$ cat src/rtl/rx_pkg.sv
// Shared constants and types for the NPUSCH receive slot buffer.
// One symbol is NSC complex samples; a slot is NSYM symbols with DMRS at DMRS_IDX.
package rx_pkg;

    localparam int DW       = 16;
    localparam int NSC      = 12;
    localparam int NSYM     = 7;
    localparam int DMRS_IDX = 3;
    localparam int NDATA    = NSYM - 1;

    typedef logic signed [DW-1:0] sample_t;

    typedef struct packed {
        sample_t [NSC-1:0] re;
        sample_t [NSC-1:0] im;
    } cplx_sym_t;

    typedef enum logic [1:0] {
        IDLE,
        FILL,
        WAIT_EST,
        DRAIN
    } state_t;

    typedef logic [2:0] idx_t;

    localparam idx_t LAST_SYM  = idx_t'(NSYM - 1);
    localparam idx_t DMRS_SYM  = idx_t'(DMRS_IDX);
    localparam idx_t LAST_DATA = idx_t'(NDATA - 1);

endpackage

$ cat src/rtl/rx_sym_ram.sv
// Register file holding the data symbols of one slot.
// One synchronous write port, one asynchronous read port; contents are not reset.
module rx_sym_ram
    import rx_pkg::*;
#(
    parameter int DEPTH = NDATA,
    parameter int AW    = 3
) (
    input  logic          i_clk,
    input  logic          i_we,
    input  logic [AW-1:0] i_waddr,
    input  cplx_sym_t     i_wdata,
    input  logic [AW-1:0] i_raddr,
    output cplx_sym_t     o_rdata
);

    cplx_sym_t r_mem [DEPTH];

    always_ff @(posedge i_clk) begin
        if (i_we) begin
            r_mem[i_waddr] <= i_wdata;
        end
    end

    assign o_rdata = r_mem[i_raddr];

endmodule

$ cat src/rtl/rx_slot_buffer.sv
// Collects one uplink slot, forwards the DMRS symbol immediately and holds the
// six data symbols until the channel estimate is ready, then drains them.
module rx_slot_buffer
    import rx_pkg::*;
(
    input  logic              i_clk,
    input  logic              i_rst,
    input  logic              i_valid,
    input  logic              i_slot_start,
    input  sample_t [NSC-1:0] i_re,
    input  sample_t [NSC-1:0] i_im,
    input  logic              i_chest_done,
    input  logic              i_data_ready,
    output sample_t [NSC-1:0] o_dmrs_re,
    output sample_t [NSC-1:0] o_dmrs_im,
    output logic              o_dmrs_valid,
    output sample_t [NSC-1:0] o_data_re,
    output sample_t [NSC-1:0] o_data_im,
    output logic              o_data_valid,
    output logic [2:0]        o_data_idx,
    output logic              o_data_last,
    output logic              o_busy,
    output logic              o_overflow,
    output logic              o_slot_err
);

    state_t    r_state;
    state_t    w_state_nxt;
    idx_t      r_sym_cnt;
    idx_t      r_wr_ptr;
    idx_t      r_rd_ptr;
    logic      r_est_seen;
    cplx_sym_t r_dmrs_p1;
    logic      r_dmrs_vld_p1;
    logic      r_overflow;
    logic      r_slot_err;

    logic      w_accept;
    logic      w_restart;
    logic      w_overflow;
    logic      w_hs;
    logic      w_enter_drain;
    logic      w_is_dmrs;
    logic      w_we;
    idx_t      w_sym_idx;
    idx_t      w_waddr;
    cplx_sym_t w_in_sym;
    cplx_sym_t w_rd_sym;

    assign w_in_sym.re = i_re;
    assign w_in_sym.im = i_im;

    always_ff @(posedge i_clk) begin
        if (i_rst) begin
            r_state <= IDLE;
        end else begin
            r_state <= w_state_nxt;
        end
    end

    always_comb begin
        w_state_nxt   = r_state;
        w_accept      = 1'b0;
        w_restart     = 1'b0;
        w_overflow    = 1'b0;
        w_hs          = 1'b0;
        w_enter_drain = 1'b0;
        w_sym_idx     = r_sym_cnt;
        case (r_state)
            IDLE: begin
                if (i_valid) begin
                    if (i_slot_start) begin
                        w_accept    = 1'b1;
                        w_sym_idx   = '0;
                        w_state_nxt = FILL;
                    end else begin
                        w_overflow = 1'b1;
                    end
                end
            end
            FILL: begin
                if (i_valid) begin
                    w_accept = 1'b1;
                    // A new slot start mid-slot abandons the partial slot.
                    if (i_slot_start && (r_sym_cnt != '0)) begin
                        w_restart = 1'b1;
                        w_sym_idx = '0;
                    end
                    if (w_sym_idx == LAST_SYM) begin
                        w_state_nxt = WAIT_EST;
                    end
                end
            end
            WAIT_EST: begin
                w_overflow = i_valid;
                if (r_est_seen || i_chest_done) begin
                    w_enter_drain = 1'b1;
                    w_state_nxt   = DRAIN;
                end
            end
            DRAIN: begin
                w_overflow = i_valid;
                w_hs       = i_data_ready;
                if (i_data_ready && (r_rd_ptr == LAST_DATA)) begin
                    w_state_nxt = IDLE;
                end
            end
            default: begin
                w_state_nxt = IDLE;
            end
        endcase
        w_is_dmrs = w_accept && (w_sym_idx == DMRS_SYM);
        w_we      = w_accept && !w_is_dmrs;
        w_waddr   = (w_sym_idx == '0) ? '0 : r_wr_ptr;
    end

    // Input capture stage: counters, DMRS register and status pulses.
    always_ff @(posedge i_clk) begin
        if (i_rst) begin
            r_sym_cnt     <= '0;
            r_wr_ptr      <= '0;
            r_rd_ptr      <= '0;
            r_est_seen    <= 1'b0;
            r_dmrs_p1     <= '0;
            r_dmrs_vld_p1 <= 1'b0;
            r_overflow    <= 1'b0;
            r_slot_err    <= 1'b0;
        end else begin
            r_dmrs_vld_p1 <= w_is_dmrs;
            r_overflow    <= w_overflow;
            r_slot_err    <= w_restart;
            if (w_is_dmrs) begin
                r_dmrs_p1 <= w_in_sym;
            end
            if (w_accept) begin
                r_sym_cnt <= (w_sym_idx == LAST_SYM) ? '0 : w_sym_idx + 3'd1;
            end
            if (w_we) begin
                r_wr_ptr <= w_waddr + 3'd1;
            end
            if (w_accept && (w_sym_idx == LAST_SYM)) begin
                r_wr_ptr <= '0;
            end
            if (w_enter_drain) begin
                r_rd_ptr <= '0;
            end else if (w_hs) begin
                r_rd_ptr <= (r_rd_ptr == LAST_DATA) ? '0 : r_rd_ptr + 3'd1;
            end
            // An estimate arriving before the slot is complete is remembered.
            if (w_enter_drain) begin
                r_est_seen <= 1'b0;
            end else if (i_chest_done && (r_state != IDLE)) begin
                r_est_seen <= 1'b1;
            end
        end
    end

    rx_sym_ram #(
        .DEPTH(NDATA),
        .AW   (3)
    ) u_ram (
        .i_clk  (i_clk),
        .i_we   (w_we),
        .i_waddr(w_waddr),
        .i_wdata(w_in_sym),
        .i_raddr(r_rd_ptr),
        .o_rdata(w_rd_sym)
    );

    // Output stage: drain presents the buffer entry at the read pointer.
    assign o_dmrs_re    = r_dmrs_p1.re;
    assign o_dmrs_im    = r_dmrs_p1.im;
    assign o_dmrs_valid = r_dmrs_vld_p1;
    assign o_data_valid = (r_state == DRAIN);
    assign o_data_re    = o_data_valid ? w_rd_sym.re : '0;
    assign o_data_im    = o_data_valid ? w_rd_sym.im : '0;
    assign o_data_idx   = o_data_valid ? r_rd_ptr : '0;
    assign o_data_last  = o_data_valid && (r_rd_ptr == LAST_DATA);
    assign o_busy       = (r_state != IDLE);
    assign o_overflow   = r_overflow;
    assign o_slot_err   = r_slot_err;

endmodule

$ cat config.mk
export PLATFORM = sky130hd
export DESIGN_NAME = rx_slot_buffer
export DESIGN_NICKNAME = d
export VERILOG_FILES = /design/src/rtl/rx_pkg.sv /design/src/rtl/rx_sym_ram.sv /design/src/rtl/rx_slot_buffer.sv
export SDC_FILE = /design/constraint.sdc
export NUM_CORES = 2
export LEC_CHECK = 0
export BUFFER_PORTS_ARGS = -buffer_cell sky130_fd_sc_hd__buf_2
export CORE_MARGIN = 1
export CORE_UTILIZATION = 29
export DETAILED_ROUTE_END_ITERATION = 8
export PLACE_DENSITY = 0.47
export SYNTH_ARGS = -nofsm -noshare
export SYNTH_HDL_FRONTEND = slang
export SYNTH_HIERARCHICAL = 1
export SYNTH_SLANG_ARGS = --single-unit
$ cat constraint.sdc
create_clock -name i_clk -period 37.7 [get_ports i_clk]
set_input_delay 1.885 -clock i_clk [delete_from_list [all_inputs] [get_ports i_clk]]
set_output_delay 1.885 -clock i_clk [all_outputs]
set_load 0.05 [all_outputs]
### After elaboration in Yosys (flattened, before gate mapping)

Memories as Yosys holds them, arrays and structs flattened. A register that Yosys moved wholly into a read port is not among the register bits.
Cells that the tools add are included.

| storage, ports and cells | value |
|---|---|
| logic and storage cells | 104 |
| input bits | 390 |
| bits in latches | 0 |
| memory bits (read-only) | 0 |
| memory bits (writable) | 2304 |
| output and inout bits | 777 |
| bits in registers | 399 |
| memories | 1 |

Memories:

| memory | words | bits a word | rd ports | clocked after Yosys merged registers in | wr ports | line | source |
|---|---|---|---|---|---|---|---|
| u_ram.r_mem | 6 | 384 | 1 | 1 | 1 | rx_sym_ram.sv:17 | `cplx_sym_t r_mem [DEPTH];` |

| operators by class | value |
|---|---|
| reductions and logical operators | 18 |
| $lt $le $gt $ge | 0 |
| div/mod/pow operators | 0 |
| $add $sub $neg | 3 |
| equal/unequal tests | 13 |
| muxes and demuxes | 35 |
| shift operators | 0 |
| bitwise logic cells | 2 |
| multipliers | 0 |

Operators by type and width:

| kind | number |
|---|---|
| $mux 192 | 2 |
| $mux 3 | 12 |
| $mux 2 | 6 |
| $mux 1 | 11 |
| $ne 2x2->1 const B | 5 |
| $add 3x1->3 const B | 3 |
| $eq 3x3->1 const B | 3 |
| $pmux 2 s4 | 1 |
| $logic_and 1x1->1 | 7 |
| $pmux 3 s2 | 1 |
| $reduce_and 6->1 | 1 |
| $reduce_or 2->1 | 3 |
| $eq 2x2->1 const B | 2 |
| $pmux 1 s2 | 2 |
| $eq 3x2->1 const B | 1 |
| $logic_not 3->1 | 1 |
| $reduce_bool 3->1 | 1 |
| $reduce_or 3->1 | 1 |
| $eq 2x1->1 const B | 1 |
| $logic_not 2->1 | 1 |
| $ne 2x1->1 const B | 1 |
| $not 1->1 | 2 |
| $reduce_bool 2->1 | 1 |
| $logic_not 1->1 | 1 |
| $logic_or 1x1->1 | 1 |

### Depth between registers and ports, before layout

| depth | value |
|---|---|
| depth in word-level cells | 13 |
| depth in mapped cells | 11 |
| depth with buffers taken out | 9 |

### By module

Netlist, hierarchy kept.

Modules (own cells, without submodules):

| module | times used | cells an instance | area each (sq um) | seq. area each (sq um) |
|---|---|---|---|---|
| rx_sym_ram | 1 | 4493 | 88000.6 | 69186.4 |
| rx_slot_buffer | 1 | 2192 | 16747.3 | 7987.7 |

### Worst setup path before layout

Ideal clock, no wire load.

| timing path | value |
|---|---|
| path type | input to register |
| start | input i_valid |
| end | memory u_ram/r_mem[0][0] (netlist name) (enable) |
| arrival | 28753 ps |
| setup slack | 7342 ps |
| cell stages on the path | 8 |
| path through | buf_2 > o211ai_1 > and3_1 > ha_1 > nand3b_1 > inv_1 > nand2b_1 > nor3_1 |

| on the way | value |
|---|---|
| cells in the longest elaborated chain, start to end | 8 |

Ends and longest elaborated chain:

| item | line | source |
|---|---|---|
| from (decl) | rx_slot_buffer.sv:8 | `input logic i_valid,` |
| $mux 3, on equally long branches | rx_slot_buffer.sv:82, rx_slot_buffer.sv:71 |  |
| $pmux 3 s2 | rx_slot_buffer.sv:69 | `case (r_state)` |
| $eq 3x2->1 | rx_slot_buffer.sv:112 | `w_is_dmrs = w_accept && (w_sym_idx == DMRS_SYM);` |
| $logic_and 1x1->1 | rx_slot_buffer.sv:112 |  |
| $logic_not 1->1 | rx_slot_buffer.sv:113 | `w_we = w_accept && !w_is_dmrs;` |
| $logic_and 1x1->1 * | rx_slot_buffer.sv:113 |  |
| named net w_we | rx_slot_buffer.sv:44 | `logic w_we;` |
| $mux 1 * | rx_sym_ram.sv:20 | `if (i_we) begin` |
| $mux 1 (implied by the code) * | rx_sym_ram.sv:21 | `r_mem[i_waddr] <= i_wdata;` |
| to (decl) | rx_sym_ram.sv:17 |  |

The timed path passes the listed nets; every way through them passes the cells marked *.

==> impl_table.tex <==
\begin{tabular}{lr}
\hline
Metric & Value \\
\hline
\multicolumn{2}{l}{\textbf{Logic synthesis}} \\
Post-Synthesis Mean Instance Area & 15.7 um\^{}2 \\
Post-synthesis cell type with the largest combined area & sky130\_fd\_sc\_hd\_\_edfxtp\_1 \\
Most area-consuming cells after synthesis & sky130\_fd\_sc\_hd\_\_edfxtp\_1 (66\%), sky130\_fd\_sc\_hd\_\_mux2\_2 (8.3\%), sky130\_fd\_sc\_hd\_\_dfxtp\_1 (7.6\%), sky130\_fd\_sc\_hd\_\_a21oi\_1 (3.7\%), sky130\_fd\_sc\_hd\_\_mux2i\_1 (3.7\%) \\
Number of warnings issued by yosys & 6 \\
Synth top area share & 66.1\% \\
Total standard cell area after synthesis & 105000 um\^{}2 \\
Syn Inst Count & 6685 \\
Post-synth EDFFs & 2304 \\
Share of flip-flops with an asynchronous set or reset after synthesis & 0\% \\
Sequential area share after synthesis & 73.7\% \\
Synth Register Bits & 2703 \\
Number of nets produced by synthesis & 7081 \\
Leading register cell type out of synthesis & sky130\_fd\_sc\_hd\_\_edfxtp\_1 \\
Synth cell types & 40 \\
\multicolumn{2}{l}{\textbf{Timing}} \\
Max-slew headroom at the worst pin & 3.58\% \\
Max frequency & 113 MHz \\
Final clock period utilization by the worst path & 23.5\% \\
Worst slew pin tran & 1.45 ns \\
Total of endpoints with negative setup slack in the final report & 0 \\
Hold slack & 0.449 ns \\
Time the final worst path needs with I/O delays and setup & 8.86 ns \\
Summed negative setup slack over all endpoints & 0 ns \\
Number of slew-limit violations in the final report & 0 \\
Number of failing hold endpoints at the final stage & 0 \\
Maximum clock skew at final layout & 0.0515 ns \\
Unrepaired setup endpoints after global routing & false \\
\multicolumn{2}{l}{\textbf{Pwr}} \\
Combinational Power Share & 4.3\% \\
Share of total power consumed by net switching & 21.7\% \\
Ratio of total power to cell area & 52.7 nW/um\^{}2 \\
Lkg Pwr & 42.2 nW \\
Total power & 0.00657 W \\
Relative contribution of sequential cells to total power & 50.5\% \\
Worst vdd rail ir drop & 0.0374 mV \\
Internal cell power & 0.00514 W \\
P\_sw & 0.00143 W \\
Clock power share & 45.2\% \\
\multicolumn{2}{l}{\textbf{CTS}} \\
Clock buffers created by TritonCTS & 310 \\
CTS tree & done \\
Clock Tree Buf Depth & 4 \\
H-tree level count & 5 \\
Clock root buffer & sky130\_fd\_sc\_hd\_\_clkbuf\_16 \\
CTS clk-pin slew, worst paths & 0.05 ns \\
Post-CTS setup buffer count & 0 \\
Clock Sinks & 2703 \\
\# hold bufs at CTS & 0 \\
Post-CTS Resized & 0 \\
Worst-skew pair later-pin latency & 0.91 ns \\
\multicolumn{2}{l}{\textbf{Worst setup path}} \\
Category of cells accounting for the largest share of critical-path delay & buffers and inverters \\
Beginning of the critical path & r\_rd\_ptr[0] \\
Critical path start-end classification & flop to output port \\
Sort of element at the end of the critical path & output port \\
Critical register-to-register path startpoint & r\_state[0] \\
Arrival time worst endpoint & 6.97 ns \\
CP max FO & 131 \\
Buffering stage count on the worst path with inverters included & 6 \\
Highest-delay cell along the critical path & sky130\_fd\_sc\_hd\_\_buf\_4 \\
Worst-case register-to-register setup slack & 31.97 ns \\
Top cell by count, worst path & sky130\_fd\_sc\_hd\_\_buf\_4 \\
Critical path startpoint category & flop \\
Chain of cells forming the critical path & buf\_4, buf\_4, buf\_12, buf\_4, buf\_4, mux2\_2, o22ai\_1, a21oi\_1, and2\_1, buf\_2 \\
Critical Path Max Stage Delay & 0.91 ns \\
Data required time at the worst endpoint & 35.81 ns \\
\multicolumn{2}{l}{\textbf{Die}} \\
Overall die area & 364000 um\^{}2 \\
Die Span Y & 603 um \\
Die outline width & 603 um \\
Starting utilization of the core area & 29.2\% \\
Placement Rows & 220 \\
Total core area & 359000 um\^{}2 \\
Count of pins on the block boundary & 1167 \\
\multicolumn{2}{l}{\textbf{Detailed routing}} \\
Wirelength, routed & 309000 um \\
1st-iter DRT viols & 3903 \\
Post-DRT Antenna Nets & 0 \\
Per-cell routed wire length & 23.9 um \\
DRC Markers & 0 \\
Total vias in the final route & 60.6k \\
Vias per std cell & 4.70 \\
Initial DRT Pass Iterations & 5 \\
\multicolumn{2}{l}{\textbf{Place}} \\
Cell count after placement & 12.3k \\
Final GP Congestion & 0.817 \\
DPL Wire Length & 184000 um \\
Number of port buffers & 1166 \\
\multicolumn{2}{l}{\textbf{Status}} \\
Result of the run & finished, final reports clean \\
\multicolumn{2}{l}{\textbf{Finish}} \\
Final Net Count & 8232 \\
Count of placed standard cells in the final layout, fillers left out & 12.9k \\
Area growth syn-to-layout & 19.1\% \\
Layout cells sized above 1 & 30.7\% \\
Most frequent cells in the layout & sky130\_fd\_sc\_hd\_\_edfxtp\_1 (2304), sky130\_fd\_sc\_hd\_\_buf\_2 (1165), sky130\_fd\_sc\_hd\_\_nand2\_1 (777), sky130\_fd\_sc\_hd\_\_a21oi\_1 (774), sky130\_fd\_sc\_hd\_\_mux2\_2 (768) \\
Final core area utilization & 34.7\% \\
Most frequent standard cell in the layout excluding fill and tap cells & sky130\_fd\_sc\_hd\_\_edfxtp\_1 \\
\multicolumn{2}{l}{\textbf{Global route}} \\
First-pass GRT wire length & 440000 um \\
Vias in the first global route & 61.8k \\
Congestion Overflow GR & 0 \\
Maximum number of pins on one net before global-route repair & 153 \\
Gr usage total & 16.3\% \\
Initial antenna violation count & 37 \\
\multicolumn{2}{l}{\textbf{Min path}} \\
Hold path start & o\_dmrs\_re[122] \\
Hold/Removal Path Class & flop to flop \\
\multicolumn{2}{l}{\textbf{Job}} \\
\# Max-Cap Violations & 0 \\
\hline
\end{tabular}
## layout make-up
class / instances / area, um^2
Clock inverter: 123 / 1250
Antenna cell: 20 / 50.0
Timing Repair Buffer: 1268 / 6790
Inverter: 5 / 18.8
Clock buffer: 449 / 8790
Fill cell: 34700 / 234000
Tap cell: 4773 / 5970
Sequential cell: 2703 / 77200
Multi-Input combinational cell: 3548 / 24700
## worst reg2reg max path: cells and delay by family (launching register included)
family | cells | cell delay [ns]
fa+ha+maj | 2 | 0.53
flops | 1 | 0.46
buf+inv | 5 | 2.85
compound gates | 1 | 0.24
simple gates | 4 | 1.20
## routing by layer
layer / routed length [um] / vias up / global-route usage (%)
li1: - / 27500 / -
met1: 130000 / 31100 / 20.3
met2: 155000 / 1530 / 28.7
met3: 15500 / 437 / 2.92
met4: 8070 / 4 / 4.59
met5: 26 / - / 0
## logic make-up after synthesis
group / synth area share [%]
muxes: 11.9
xor gates and xnor gates: 0.00836
adders and majority gates: 0.0717
buffers and inverters: 2.83
DFF: 73.7
and+or+nand+nor: 5.37
AOI/OAI and AO/OA: 6.12
## cells in the mapped netlist, types with 8 or more instances
master                     count
sky130_fd_sc_hd__mux2i_1     384
sky130_fd_sc_hd__nor2_1       17
sky130_fd_sc_hd__buf_6       125
sky130_fd_sc_hd__clkbuf_1    137
sky130_fd_sc_hd__dfxtp_1     399
sky130_fd_sc_hd__mux2_2      768
sky130_fd_sc_hd__o22ai_1     384
sky130_fd_sc_hd__a21oi_1     774
sky130_fd_sc_hd__buf_4        47
sky130_fd_sc_hd__nand2_1     777
sky130_fd_sc_hd__edfxtp_1   2304
sky130_fd_sc_hd__and2_1      391
sky130_fd_sc_hd__nor3_1        8
sky130_fd_sc_hd__buf_2       110
## state kept, by name, summed over array words and instances, names as in the netlist
| register | flops |
|---|---|
| u_ram/r_mem | 2304 |
| o_dmrs_im | 192 |
| o_dmrs_re | 192 |
| r_rd_ptr | 3 |
| r_sym_cnt | 3 |
| r_wr_ptr | 3 |
| r_state | 2 |
| o_dmrs_valid | 1 |
| o_overflow | 1 |
| o_slot_err | 1 |
| r_est_seen | 1 |
## worst paths after layout
path | endpoint | depth (start not counted)
max | o_data_im[105] | 10
min | o_dmrs_re[122] | 2
max reg2reg | u_ram/r_mem[4][295] | 12
min reg2reg | o_dmrs_re[122] | 2
## power groups by stage
stage	Sequential [W]	Clock, W	Combinational [W]
2_1_floorplan	0.00344	0	0.000152
3_3_place_gp	0.00338	0	0.000288
3_5_place_dp	0.00338	0	0.000292
4_1_cts	0.00332	0.00306	0.000293
5_1_grt	0.00332	0.00317	0.000310
6_report	0.00332	0.00297	0.000285
## metrics by stage
stage	instance area, um^2	setup WS (ns)
after floorplan	105000	7.34
after global placement	115000	29.77
after CTS	125000	28.70
after global routing	125000	28.45
after detailed placement	115000	29.69
final	125000	28.84
Note: power is estimated with default switching activity, not from simulation.
